$ cat config.mk
export PLATFORM = sky130hd
export DESIGN_NAME = regfile_dump
export DESIGN_NICKNAME = d
export VERILOG_FILES = /design/src/rtl/regfile_dump.sv
export SDC_FILE = /design/constraint.sdc
export NUM_CORES = 1
export LEC_CHECK = 0
export CAP_MARGIN = 20
export CORE_AREA = 2 2 110 69
export CTS_CLUSTER_DIAMETER = 60
export DETAILED_ROUTE_END_ITERATION = 10
export DIE_AREA = 0 0 112 71
export PLACE_DENSITY = 0.87
export REMOVE_ABC_BUFFERS = 1
export SLEW_MARGIN = 20
export SYNTH_ARGS = -nofsm -noshare
export SYNTH_HDL_FRONTEND = slang
export SYNTH_SLANG_ARGS = --single-unit
$ cat constraint.sdc
create_clock -name clk -period 1.3 [get_ports clk]
set_input_delay 0.26 -clock clk [delete_from_list [all_inputs] [get_ports clk]]
set_output_delay 0.26 -clock clk [all_outputs]
set_load 0.02 [all_outputs]
$ cat src/rtl/regfile_dump.sv
// Stalls the CPU on request and streams the current instruction word followed by
// registers FIRST_REG..LAST_REG over a valid/ready port.
module regfile_dump #(
  parameter int unsigned XLEN      = 32,
  parameter int unsigned NUM_REGS  = 32,
  parameter int unsigned FIRST_REG = 1,
  parameter int unsigned LAST_REG  = 5,
  localparam int unsigned AW       = $clog2(NUM_REGS)
) (
  input  logic            clk,
  input  logic            reset_n,
  input  logic            dump_req,
  output logic            cpu_halt,
  input  logic            halt_ack,
  input  logic [XLEN-1:0] inst_in,
  output logic [AW-1:0]   rf_raddr,
  input  logic [XLEN-1:0] rf_rdata,
  output logic            out_valid,
  input  logic            out_ready,
  output logic [XLEN-1:0] out_data,
  output logic [AW-1:0]   out_index,
  output logic            out_is_inst,
  output logic            out_last,
  output logic            busy,
  output logic            dump_done
);

  typedef enum logic [2:0] {
    IDLE,
    HALT_WAIT,
    SEND,
    LOAD,
    DONE
  } state_e;

  state_e            state_q, state_d;
  logic [AW-1:0]     reg_q, reg_d;
  logic [AW-1:0]     rf_raddr_q, rf_raddr_d;
  logic [XLEN-1:0]   out_data_q, out_data_d;
  logic [AW-1:0]     out_index_q, out_index_d;
  logic              out_valid_q, out_valid_d;
  logic              out_is_inst_q, out_is_inst_d;
  logic              out_last_q, out_last_d;
  logic              cpu_halt_q, cpu_halt_d;
  logic              busy_q, busy_d;
  logic              dump_done_q, dump_done_d;

  // State and registered outputs
  always_ff @(posedge clk or negedge reset_n) begin
    if (!reset_n) begin
      state_q       <= IDLE;
      reg_q         <= '0;
      rf_raddr_q    <= '0;
      out_data_q    <= '0;
      out_index_q   <= '0;
      out_valid_q   <= 1'b0;
      out_is_inst_q <= 1'b0;
      out_last_q    <= 1'b0;
      cpu_halt_q    <= 1'b0;
      busy_q        <= 1'b0;
      dump_done_q   <= 1'b0;
    end else begin
      state_q       <= state_d;
      reg_q         <= reg_d;
      rf_raddr_q    <= rf_raddr_d;
      out_data_q    <= out_data_d;
      out_index_q   <= out_index_d;
      out_valid_q   <= out_valid_d;
      out_is_inst_q <= out_is_inst_d;
      out_last_q    <= out_last_d;
      cpu_halt_q    <= cpu_halt_d;
      busy_q        <= busy_d;
      dump_done_q   <= dump_done_d;
    end
  end

  // Next state; beat fields hold unless loaded or handshaken
  always_comb begin
    state_d       = state_q;
    reg_d         = reg_q;
    out_data_d    = out_data_q;
    out_index_d   = out_index_q;
    out_valid_d   = out_valid_q;
    out_is_inst_d = out_is_inst_q;
    out_last_d    = out_last_q;

    case (state_q)
      IDLE: begin
        if (dump_req) state_d = HALT_WAIT;
      end
      HALT_WAIT: begin
        if (halt_ack) begin
          state_d       = SEND;
          out_data_d    = inst_in;
          out_index_d   = '0;
          out_is_inst_d = 1'b1;
          out_last_d    = 1'b0;
          out_valid_d   = 1'b1;
          reg_d         = AW'(FIRST_REG);
        end
      end
      SEND: begin
        if (out_valid_q && out_ready) begin
          out_valid_d = 1'b0;
          state_d     = out_last_q ? DONE : LOAD;
        end
      end
      LOAD: begin
        // x0 is architecturally zero whatever the read port returns
        out_data_d    = (rf_raddr_q == '0) ? '0 : rf_rdata;
        out_index_d   = rf_raddr_q;
        out_is_inst_d = 1'b0;
        out_last_d    = (rf_raddr_q == AW'(LAST_REG));
        out_valid_d   = 1'b1;
        reg_d         = reg_q + AW'(1);
        state_d       = SEND;
      end
      DONE: begin
        state_d = IDLE;
      end
      default: begin
        state_d = IDLE;
      end
    endcase

    cpu_halt_d  = (state_d != IDLE);
    busy_d      = (state_d != IDLE);
    dump_done_d = (state_d == DONE);
    rf_raddr_d  = (state_d == LOAD) ? reg_q : '0;
  end

  assign cpu_halt    = cpu_halt_q;
  assign busy        = busy_q;
  assign dump_done   = dump_done_q;
  assign rf_raddr    = rf_raddr_q;
  assign out_valid   = out_valid_q;
  assign out_data    = out_data_q;
  assign out_index   = out_index_q;
  assign out_is_inst = out_is_inst_q;
  assign out_last    = out_last_q;

endmodule

==> results_dict.tcl, run 1 <==
set metrics [dict create \
    synth.avg_cell_area_sq_um 9.995 \
    yosys.area.top_type_share_pct 53.37 \
    p_sw_share_pct 40.39 \
    max_stage_delay_ns 0.42 \
    drive_gt1_share_pct 27.25 \
    track_usage_pct 19.60 \
    violations "setup timing" \
    drv_cap 0 \
    netlist_top_cells_area "dfrtp_1 (53%), a221oi_1 (11%), o21ai_0 (6.4%)" \
    hold_depth 3 \
    wire_per_inst_um 16.73 \
    critical_path.cell_chain "or3_4 > buf_4 > o21ai_1 > a221oi_2" \
    setup_viol 41 \
    grt_antenna_before_repair 0 \
    ys.flop_type "dfrtp_1" \
    grt_pass1_wl_um 12530 \
    r2r_cells 4 \
    clock.fmax_mhz 713.1 \
    tns_ns -1.952 \
    crit_path_start_kind "register" \
    clkLatencyLatePin_ns 0.28 \
    num_vias 2481 \
    area_growth_pct 74.67 \
    synthAdderAreaFrac_pct 0.4852 \
    synth_area_sq_um 2579 \
    cts-root-buf "clkbuf_16" \
    yosysWarnings 0 \
    overflow 0 \
    critPathArrivalTime_ns 1.56 \
    fin_crit_sh_pct 107.9 \
    place_area_sq_um 3971 \
    crit_family "simple AND/OR/NAND/NOR gates" \
    dr.pass1.iters 4 \
    hp-class "input pin to register" \
    n_antenna_cell 0 \
    htreeDepth 2 \
    fillers 565 \
    row_count 24 \
    synth.yosys.seq_area_share_pct 53.37 \
    pwr-share-seq_pct 29.9 \
    slew_headroom_pct 79.86 \
    io_pins 117 \
    slowest_stage "or3_4" \
    cts_tree "built" \
    drtAntennaViolNets 0 \
    slew_violations 0 \
    drc 0 \
    critPathKind "register to register" \
    synth_xor_area_share_pct 0.3396 \
    cp.depth 4 \
    core_area_sq_um 7027 \
    grt_pass1_vias 2505 \
    ys_ff_latch 55 \
    drt-initial-drc-count 101 \
    gp_congestion 0.8848 \
    synth_edf_count 0 \
    grt_max_degree 56 \
    skew_ns 0.005730 \
    synth_top_family_by_area "compound AO/OA/AOI/OAI gates" \
    io_buffers 116 \
    clkTransAtPathRegs_ns 0.07 \
    power_density_nw_per_um2 2142 \
    yosysTopAreaCell "dfrtp_1" \
    switching_power_uw 3896 \
    clockBufferDepth 2 \
    dp_hpwl_um 5443 \
    netlist_instances 258 \
    path_buf_inv 1 \
    die_y_um 71 \
    total_power_uw 9646 \
    setup_slack_ns -0.1023 \
    outcome "complete, but fails checks" \
    rsz0062_at_grt "true" \
    yosysUniqueCellTypes 35 \
    synthArstFlopShare_pct 100.0 \
    start_util_pct 36.70 \
    die_x_um 112 \
    finalHoldViolations 0 \
    p_comb_share_pct 56.3 \
    post-route-cell-area_sq_um 4504 \
    p_leak_uw 0.002005 \
    dieArea_sq_um 7952 \
    internal_power_uw 5750 \
    ir_worst_vdd_mv 0.9802 \
    cts_buffers 5 \
    synth-simple-area-share_pct 12.47 \
    wl_um 8213 \
    tightestPinTransition_ns 0.3011 \
    avgViaCountPerCell 5.053 \
    cts_sinks 55 \
    synth.area.mux_share_pct 0.3882 \
    required_ns 1.46 \
    final_nets 469 \
    layout_min_cycle_time_ns 1.402 \
    cp-end-kind "register" \
    path_max_fanout 10 \
    timing.hold.ws_ns 0.3742 \
    synth_compound_area_share_pct 22.76 \
    clockPowerShare_pct 13.8 \
]
-- layout make-up --
cell class	count	area (sq um)	area share, %
multi-input cells	150	1242	27.58
repair buffers	154	1495	33.19
flip-flops and latches	55	1380	30.64
clock buffers	5	125.1	2.778
clock inverters	3	23.77	0.5278
inverters	33	123.9	2.750
well taps	91	113.9	2.528
-- cells in the final DEF (no fill, tap or decap), types with 5 or more instances in the layout --
cell and instances:
clkdlybuf4s50_1 66, nor2_1 37, a22o_1 7, and2_1 5, clkdlybuf4s15_1 9, buf_6 8
a221oi_2 26, clkbuf_16 6, dfrtp_1 52, o21ai_1 15, o21ai_2 14, buf_4 22
dlygate4sd2_1 35, inv_1 33
-- per-layer routing --
| layer | global-route usage [%] | vias to the layer above | share of wire, % |
|---|---|---|---|
| met4 | 4.336 | 0 | 1.1 |
| met5 | 0 | - | 0 |
| met3 | 5.313 | 9 | 7.4 |
| met2 | 33.54 | 86 | 48 |
| met1 | 25.36 | 1194 | 43 |
| li1 | - | 1192 | - |
-- kinds of logic (layout without fill, tap and decap cells) --
logic type | Yosys count | in the layout
buffers and inverters | 53 | 195
adders and majority gates | 1 | 1
AOI/OAI and AO/OA | 83 | 83
xor gates and xnor gates | 1 | 1
muxes | 1 | 1
DFF | 55 | 55
and+or+nand+nor | 64 | 64
-- path summary, 6_finish.rpt --
kind                        startpoint           end  slack [ns]
max in group asynchronous      reset_n    state_q[0]        0.52
setup reg to reg           rf_raddr[1]   out_data[8]       -0.10
setup / recovery           rf_raddr[1]   out_data[8]       -0.10
hold / removal                halt_ack   out_is_inst        0.37
hold reg to reg            out_is_inst   out_is_inst        0.50
min in group asynchronous      reset_n  out_index[0]        0.50
-- worst register-to-register path, cell delays in order, from the launching register on --
cell and delay, ns:
dfrtp_1 0.38, or3_4 0.42, buf_4 0.19, o21ai_1 0.20, a221oi_2 0.09
-- what timing repair did --
action | 4_1_cts | 5_1_grt
gates resized for setup | 122 | 42
hold buffers | 1 | 0
endpoints found under the hold margin | 55 | 0
cloned | 0 | 1
setup buffers | 4 | 5
pin swaps | 7 | 11
endpoints found under the setup margin | 97 | 62
-- stage by stage --
step	instances	utilization (%)	setup WS (ns)
final	491	64.10	-0.1023
after detailed placement	472	56.52	-0.3108
after floorplan	238	-	-0.4945
after CTS	485	61.57	-0.07204
after global placement	472	56.52	-0.2260
after global routing	491	64.10	-0.1426
-- power groups by stage --
| stage | registers [uW] | clock network [uW] | logic, uW |
|---|---|---|---|
| finish | 2880 | 1330 | 5430 |
| global route | 2970 | 1460 | 5820 |
| CTS | 2860 | 1390 | 4920 |
| detailed placement | 2900 | 0 | 4700 |
| global placement | 2860 | 0 | 4570 |
| floorplan | 3610 | 0 | 1530 |
-- cells in the mapped netlist (4+ instances only) --
cell      instances
a21oi_1           4
nor2_1           39
dfrtp_1          55
inv_1            33
and2_1            5
clkbuf_1          6
buf_4             6
o21ai_0          33
buf_6             5
a22o_1            7
a221oi_1         32
-- flip-flops by register name, indices dropped and copies added, names as in the netlist --
signal       cells
out_valid        1
state_q          3
rf_raddr         5
out_index        5
out_data        32
out_last         1
busy             1
out_is_inst      1
reg_q            5
dump_done        1
Note: power is estimated with default switching activity, not from simulation.
==> inputs of run 2 (changes only) <==
--- a/config.mk
+++ b/config.mk
@@ -14,2 +14,3 @@
 export REMOVE_ABC_BUFFERS = 1
+export SETUP_SLACK_MARGIN = 0.1
 export SLEW_MARGIN = 20
--- a/constraint.sdc
+++ b/constraint.sdc
@@ -3,2 +3,2 @@
 set_output_delay 0.26 -clock clk [all_outputs]
-set_load 0.02 [all_outputs]
+set_load 0.05 [all_outputs]
==> run 2 against run 1 <==
Effect of this change:
- the flow still finishes with violations (setup timing)
- clock power is 17% higher
- sequential power grew 13%
- sequential share of layout area down 4.1 points
- highest routed layer unchanged
==> results_dict.tcl, run 2 (synthesis results as in run 1) <==
set metrics [dict create \
    power_density_nw_per_um2 2594 \
    clockPowerShare_pct 11.6 \
    n_antenna_cell 0 \
    avgViaCountPerCell 5.357 \
    ir_worst_vdd_mv 1.739 \
    grt_pass1_vias 2716 \
    p_sw_share_pct 42.84 \
    tightestPinTransition_ns 0.3668 \
    grt_pass1_wl_um 13680 \
    violations "setup timing" \
    drv_cap 0 \
    p_leak_uw 0.002249 \
    die_x_um 112 \
    wl_um 8921 \
    die_y_um 71 \
    setup_viol 50 \
    largest_reg_flops 32 \
    internal_power_uw 7704 \
    reg2reg_slack_ns -0.09 \
    hold_depth 3 \
    place_area_sq_um 4447 \
    min_from "halt_ack" \
    gp_congestion 0.8714 \
    drc 0 \
    critPathArrivalTime_ns 1.56 \
    num_vias 2657 \
    tns_ns -2.716 \
    slew_violations 0 \
    dp_slack_ns -0.3270 \
    dp.cells 473 \
    clock.fmax_mhz 718.2 \
    finalHoldViolations 0 \
    grt_antenna_before_repair 0 \
    drtAntennaViolNets 0 \
    cts-root-buf "clkbuf_16" \
    overflow 0 \
    grt_max_degree 26 \
    fin_crit_sh_pct 107.1 \
    drive_gt1_share_pct 40.49 \
    outcome "complete, but fails checks" \
    required_ns 1.47 \
    critPathKind "register to register" \
    reg2reg_from "rf_raddr[1]" \
    htreeDepth 2 \
    cts_sinks 55 \
    cts_tree "built" \
    hold-path-endpoint "out_is_inst" \
    pwr-share-seq_pct 24.2 \
    path_max_fanout 20 \
    post-route-cell-area_sq_um 5195 \
    track_usage_pct 21.71 \
    dp_hpwl_um 6068 \
    layout_commonest_cell "clkdlybuf4s50_1" \
    cp-end-kind "register" \
    io_pins 117 \
    row_count 24 \
    r2r_cells 4 \
    rr_endpoint "out_data[24]" \
    final_cell_mix "clkdlybuf4s50_1 (66), buf_12 (55), dfrtp_1 (52)" \
    dr.pass1.iters 4 \
    switching_power_uw 5773 \
    dieArea_sq_um 7952 \
    io_buffers 116 \
    final_nets 474 \
    layout_min_cycle_time_ns 1.392 \
    core_area_sq_um 7027 \
    fin_cells 496 \
    setup_slack_ns -0.09238 \
    cts_buffers 5 \
    slew_headroom_pct 75.20 \
    p_comb_share_pct 64.2 \
    hp-class "input pin to register" \
    drt-initial-drc-count 157 \
    wire_per_inst_um 17.99 \
    clockBufferDepth 2 \
    timing.hold.ws_ns 0.4106 \
    area_growth_pct 101.5 \
    crit_path_start_kind "register" \
    clkTransAtPathRegs_ns 0.07 \
    skew_ns 0.005958 \
    clkLatencyLatePin_ns 0.29 \
    start_util_pct 36.70 \
    rsz0062_at_grt "true" \
]
## run 2: timing repair
item	4_1_cts	5_1_grt
endpoints found under the setup margin	60	59
endpoints found under the hold margin	11	0
hold buffers	1	0
pin swaps	3	3
setup buffers	11	4
cloned	0	1
resized for setup	87	34
## run 2: worst max path at each step
stage / startpoint / end / cells past startpoint
global placement: halt_ack / out_data[27] / 5
CTS: state_q[2] / out_data[11] / 4
detailed placement: halt_ack / out_data[21] / 5
global route: rf_raddr[1] / out_data[24] / 4
finish: rf_raddr[1] / out_data[24] / 4
floorplan: state_q[2] / reg_q[3] / 3
## run 2: power groups by stage
| stage | clock network, uW | registers [uW] | logic [uW] |
|---|---|---|---|
| after global placement | 0 | 3180 | 7140 |
| after floorplan | 0 | 4980 | 1540 |
| after CTS | 1570 | 3230 | 8130 |
| final | 1560 | 3260 | 8660 |
| after detailed placement | 0 | 3240 | 7280 |
| after global routing | 1640 | 3320 | 9030 |
## run 2: area by class of cell
type	count	area (sq um)
well taps	91	113.9
clock buffers	6	138.9
fillers	477	1832
inverters	33	123.9
flip-flops and latches	55	1380
multi-input cells	150	1296
repair buffers	159	2107
clock inverters	2	35.03
## run 2: layer usage
| layer | up-vias | track usage [%] | wire length [um] |
|---|---|---|---|
| met2 | 110 | 40.40 | 4626 |
| met1 | 1341 | 26.17 | 3627 |
| met3 | 8 | 5.141 | 591 |
| met4 | 0 | 4.201 | 76 |
| met5 | - | 0 | 0 |
| li1 | 1198 | - | - |
## run 2: worst max-delay path: stages, from the launching register on
cell	delay [ns]
dfrtp_1	0.40
or3_4	0.42
buf_12	0.18
o21ai_1	0.18
a221oi_2	0.09
## run 2: stage by stage
step	total power (uW)	utilization [%]
after CTS	12940	71.24
after detailed placement	10530	63.28
after floorplan	6513	-
after global routing	13990	73.93
final	13480	73.93
after global placement	10320	63.28
==> inputs of run 3 (changes only) <==
- CORE_AREA: 2 2 110 69 -> 2 2 108 68
- CTS_BUF_LIST: unset -> sky130_fd_sc_hd__clkbuf_8
- DIE_AREA: 0 0 112 71 -> 0 0 110 70
- PLACE_DENSITY: 0.87 -> 0.89
==> run 3 against run 2 <==
Effect of this change:
- the flow still finishes with violations (setup timing)
- register-to-register slack got worse by 0.06 ns
- setup slack got worse by 0.060 ns
- count of clock-buffer cells in the layout increased by 1
- non-clock buffer count decreased by 8
- first-iteration DRC count decreased by 14%
- maximum frequency decreased by 4.1%
- critical endpoint is now rf_raddr[3]
- die area decreased by 3.2%
==> results_dict.tcl, run 3 (synthesis results as in run 1) <==
set metrics [dict create \
    wl_um 8640 \
    drc 0 \
    required_ns 1.53 \
    r2r_cells 3 \
    die_y_um 70 \
    violations "setup timing" \
    layout_commonest_cell "clkdlybuf4s50_1" \
    critical_path.cell_chain "or3b_4 > nor3_4 > and2_1" \
    grt_antenna_before_repair 0 \
    start_util_pct 37.50 \
    cts-root-buf "clkbuf_8" \
    dr_wl_met2_um 4316 \
    grt_max_degree 56 \
    drv_cap 0 \
    critPathArrivalTime_ns 1.68 \
    skew_ns 0.006912 \
    outcome "complete, but fails checks" \
    area_growth_pct 89.47 \
    io_pins 117 \
    dp_hpwl_um 5813 \
    tightestPinTransition_ns 0.2923 \
    slew_violations 0 \
    overflow 0 \
    dieArea_sq_um 7700 \
    place_area_sq_um 4439 \
    fin_crit_sh_pct 111.7 \
    finalHoldViolations 0 \
    final_nets 466 \
    drive_gt1_share_pct 33.25 \
    io_buffers 116 \
    hp-class "input pin to asynchronous set/reset pin" \
    cp-end-kind "register" \
    grt_pass1_wl_um 13070 \
    top_layer_used "met4" \
    dp_slack_ns -0.3164 \
    ir_worst_vdd_mv 1.626 \
    n_antenna_cell 0 \
    post-route-cell-area_sq_um 4886 \
    htreeDepth 2 \
    setup_slack_ns -0.1523 \
    max_stage_delay_ns 0.45 \
    setup_viol 49 \
    avgViaCountPerCell 5.320 \
    wl_met1_um 3514 \
    wire_per_inst_um 17.70 \
    core_area_sq_um 6877 \
    clkLatencyLatePin_ns 0.30 \
    slew_headroom_pct 80.45 \
    crit_path_start_kind "register" \
    clkTransAtPathRegs_ns 0.10 \
    clockBufferDepth 2 \
    die_x_um 110 \
    slowest_stage "dfrtp_2" \
    cts_tree "built" \
    rsz0062_at_grt "true" \
    layout_min_cycle_time_ns 1.452 \
    row_count 24 \
    clock.fmax_mhz 688.6 \
    drtAntennaViolNets 0 \
    final_cell_mix "clkdlybuf4s50_1 (67), buf_12 (54), dfrtp_1 (49)" \
    path_max_fanout 7 \
    track_usage_pct 21.80 \
    reg2reg_slack_ns -0.15 \
    cts_buffers 5 \
    grt_pass1_vias 2621 \
    dr.pass1.iters 4 \
    num_vias 2596 \
    cts_sinks 55 \
    power_density_nw_per_um2 2513 \
    dr_wl_met3_um 743 \
    p_leak_uw 0.002146 \
    largest_reg_flops 32 \
    critPathKind "register to register" \
    drt-initial-drc-count 135 \
    gp_congestion 0.8085 \
]
run 3: cell types whose count changed in the layout (fill, tap and decap cells not counted), moves of 2 or more:
| cell | change |
|---|---|
| a221oi_1 | +15 |
| o21ai_2 | -12 |
| a221oi_2 | -11 |
| o21ai_0 | +11 |
| buf_4 | -7 |
| clkbuf_8 | +6 |
| a221oi_4 | -4 |
| clkbuf_16 | -4 |
| dfrtp_1 | -3 |
| dfrtp_2 | +3 |
| o21ai_1 | +3 |
| o21ai_4 | -2 |
run 3: final timing paths:
path | start | endpoint
max in group asynchronous | reset_n | busy
max reg2reg | state_q[0] | rf_raddr[3]
min reg2reg | reg_q[3] | reg_q[3]
min | reset_n | out_index[0]
max | state_q[0] | rf_raddr[3]
min in group clk | rf_rdata[3] | out_data[3]
run 3: area by class of cell:
type                            count  area [sq um]
Clock inverter                      1         3.754
Clock buffer                        7         96.34
Fill cell                         494          1991
Sequential cell                    55          1384
Inverter                           33         123.9
Multi-Input combinational cell    150          1111
Tap cell                           91         113.9
Timing Repair Buffer              151          2053
run 3: power by group:
group / internal [uW] / leakage (uW) / switching (uW)
Clock: 480 / 0.0000557 / 529
Sequential: 2430 / 0.000665 / 816
Combinational: 3990 / 0.00143 / 4030
run 3: worst max-delay path, delay by kind of cell, from the launching register on:
kind | cells | cell delay [ns]
flops | 1 | 0.45
simple gates | 3 | 0.94
run 3: through the flow:
stage | cells | hold WS (ns) | total power, uW | TNS (ns) | utilization [%]
3_5_place_dp | 467 | 0.2804 | 10580 | -10.52 | 64.56
4_1_cts | 484 | 0.4852 | 11800 | -3.403 | 67.87
6_report | 488 | 0.4685 | 12280 | -4.724 | 71.05
5_1_grt | 488 | 0.4851 | 12860 | -7.825 | 71.05
3_3_place_gp | 467 | 0.2739 | 10330 | -7.199 | 64.56
2_1_floorplan | 238 | -0.03559 | 6513 | -18.66 | -
run 3: timing repair:
action                                  in CTS  in global routing
endpoints found under the hold margin       55                  0
pin swaps                                    2                  6
hold buffers                                 1                  0
resized for setup                           27                 43
endpoints found under the setup margin      60                 62
cloned                                       0                  2
buffers inserted                             8                  4
run 3: layer usage:
layer | vias up | GRT usage [%]
met5 | - | 0
li1 | 1189 | -
met2 | 115 | 36.40
met1 | 1286 | 28.37
met3 | 6 | 5.229
met4 | 0 | 5.485
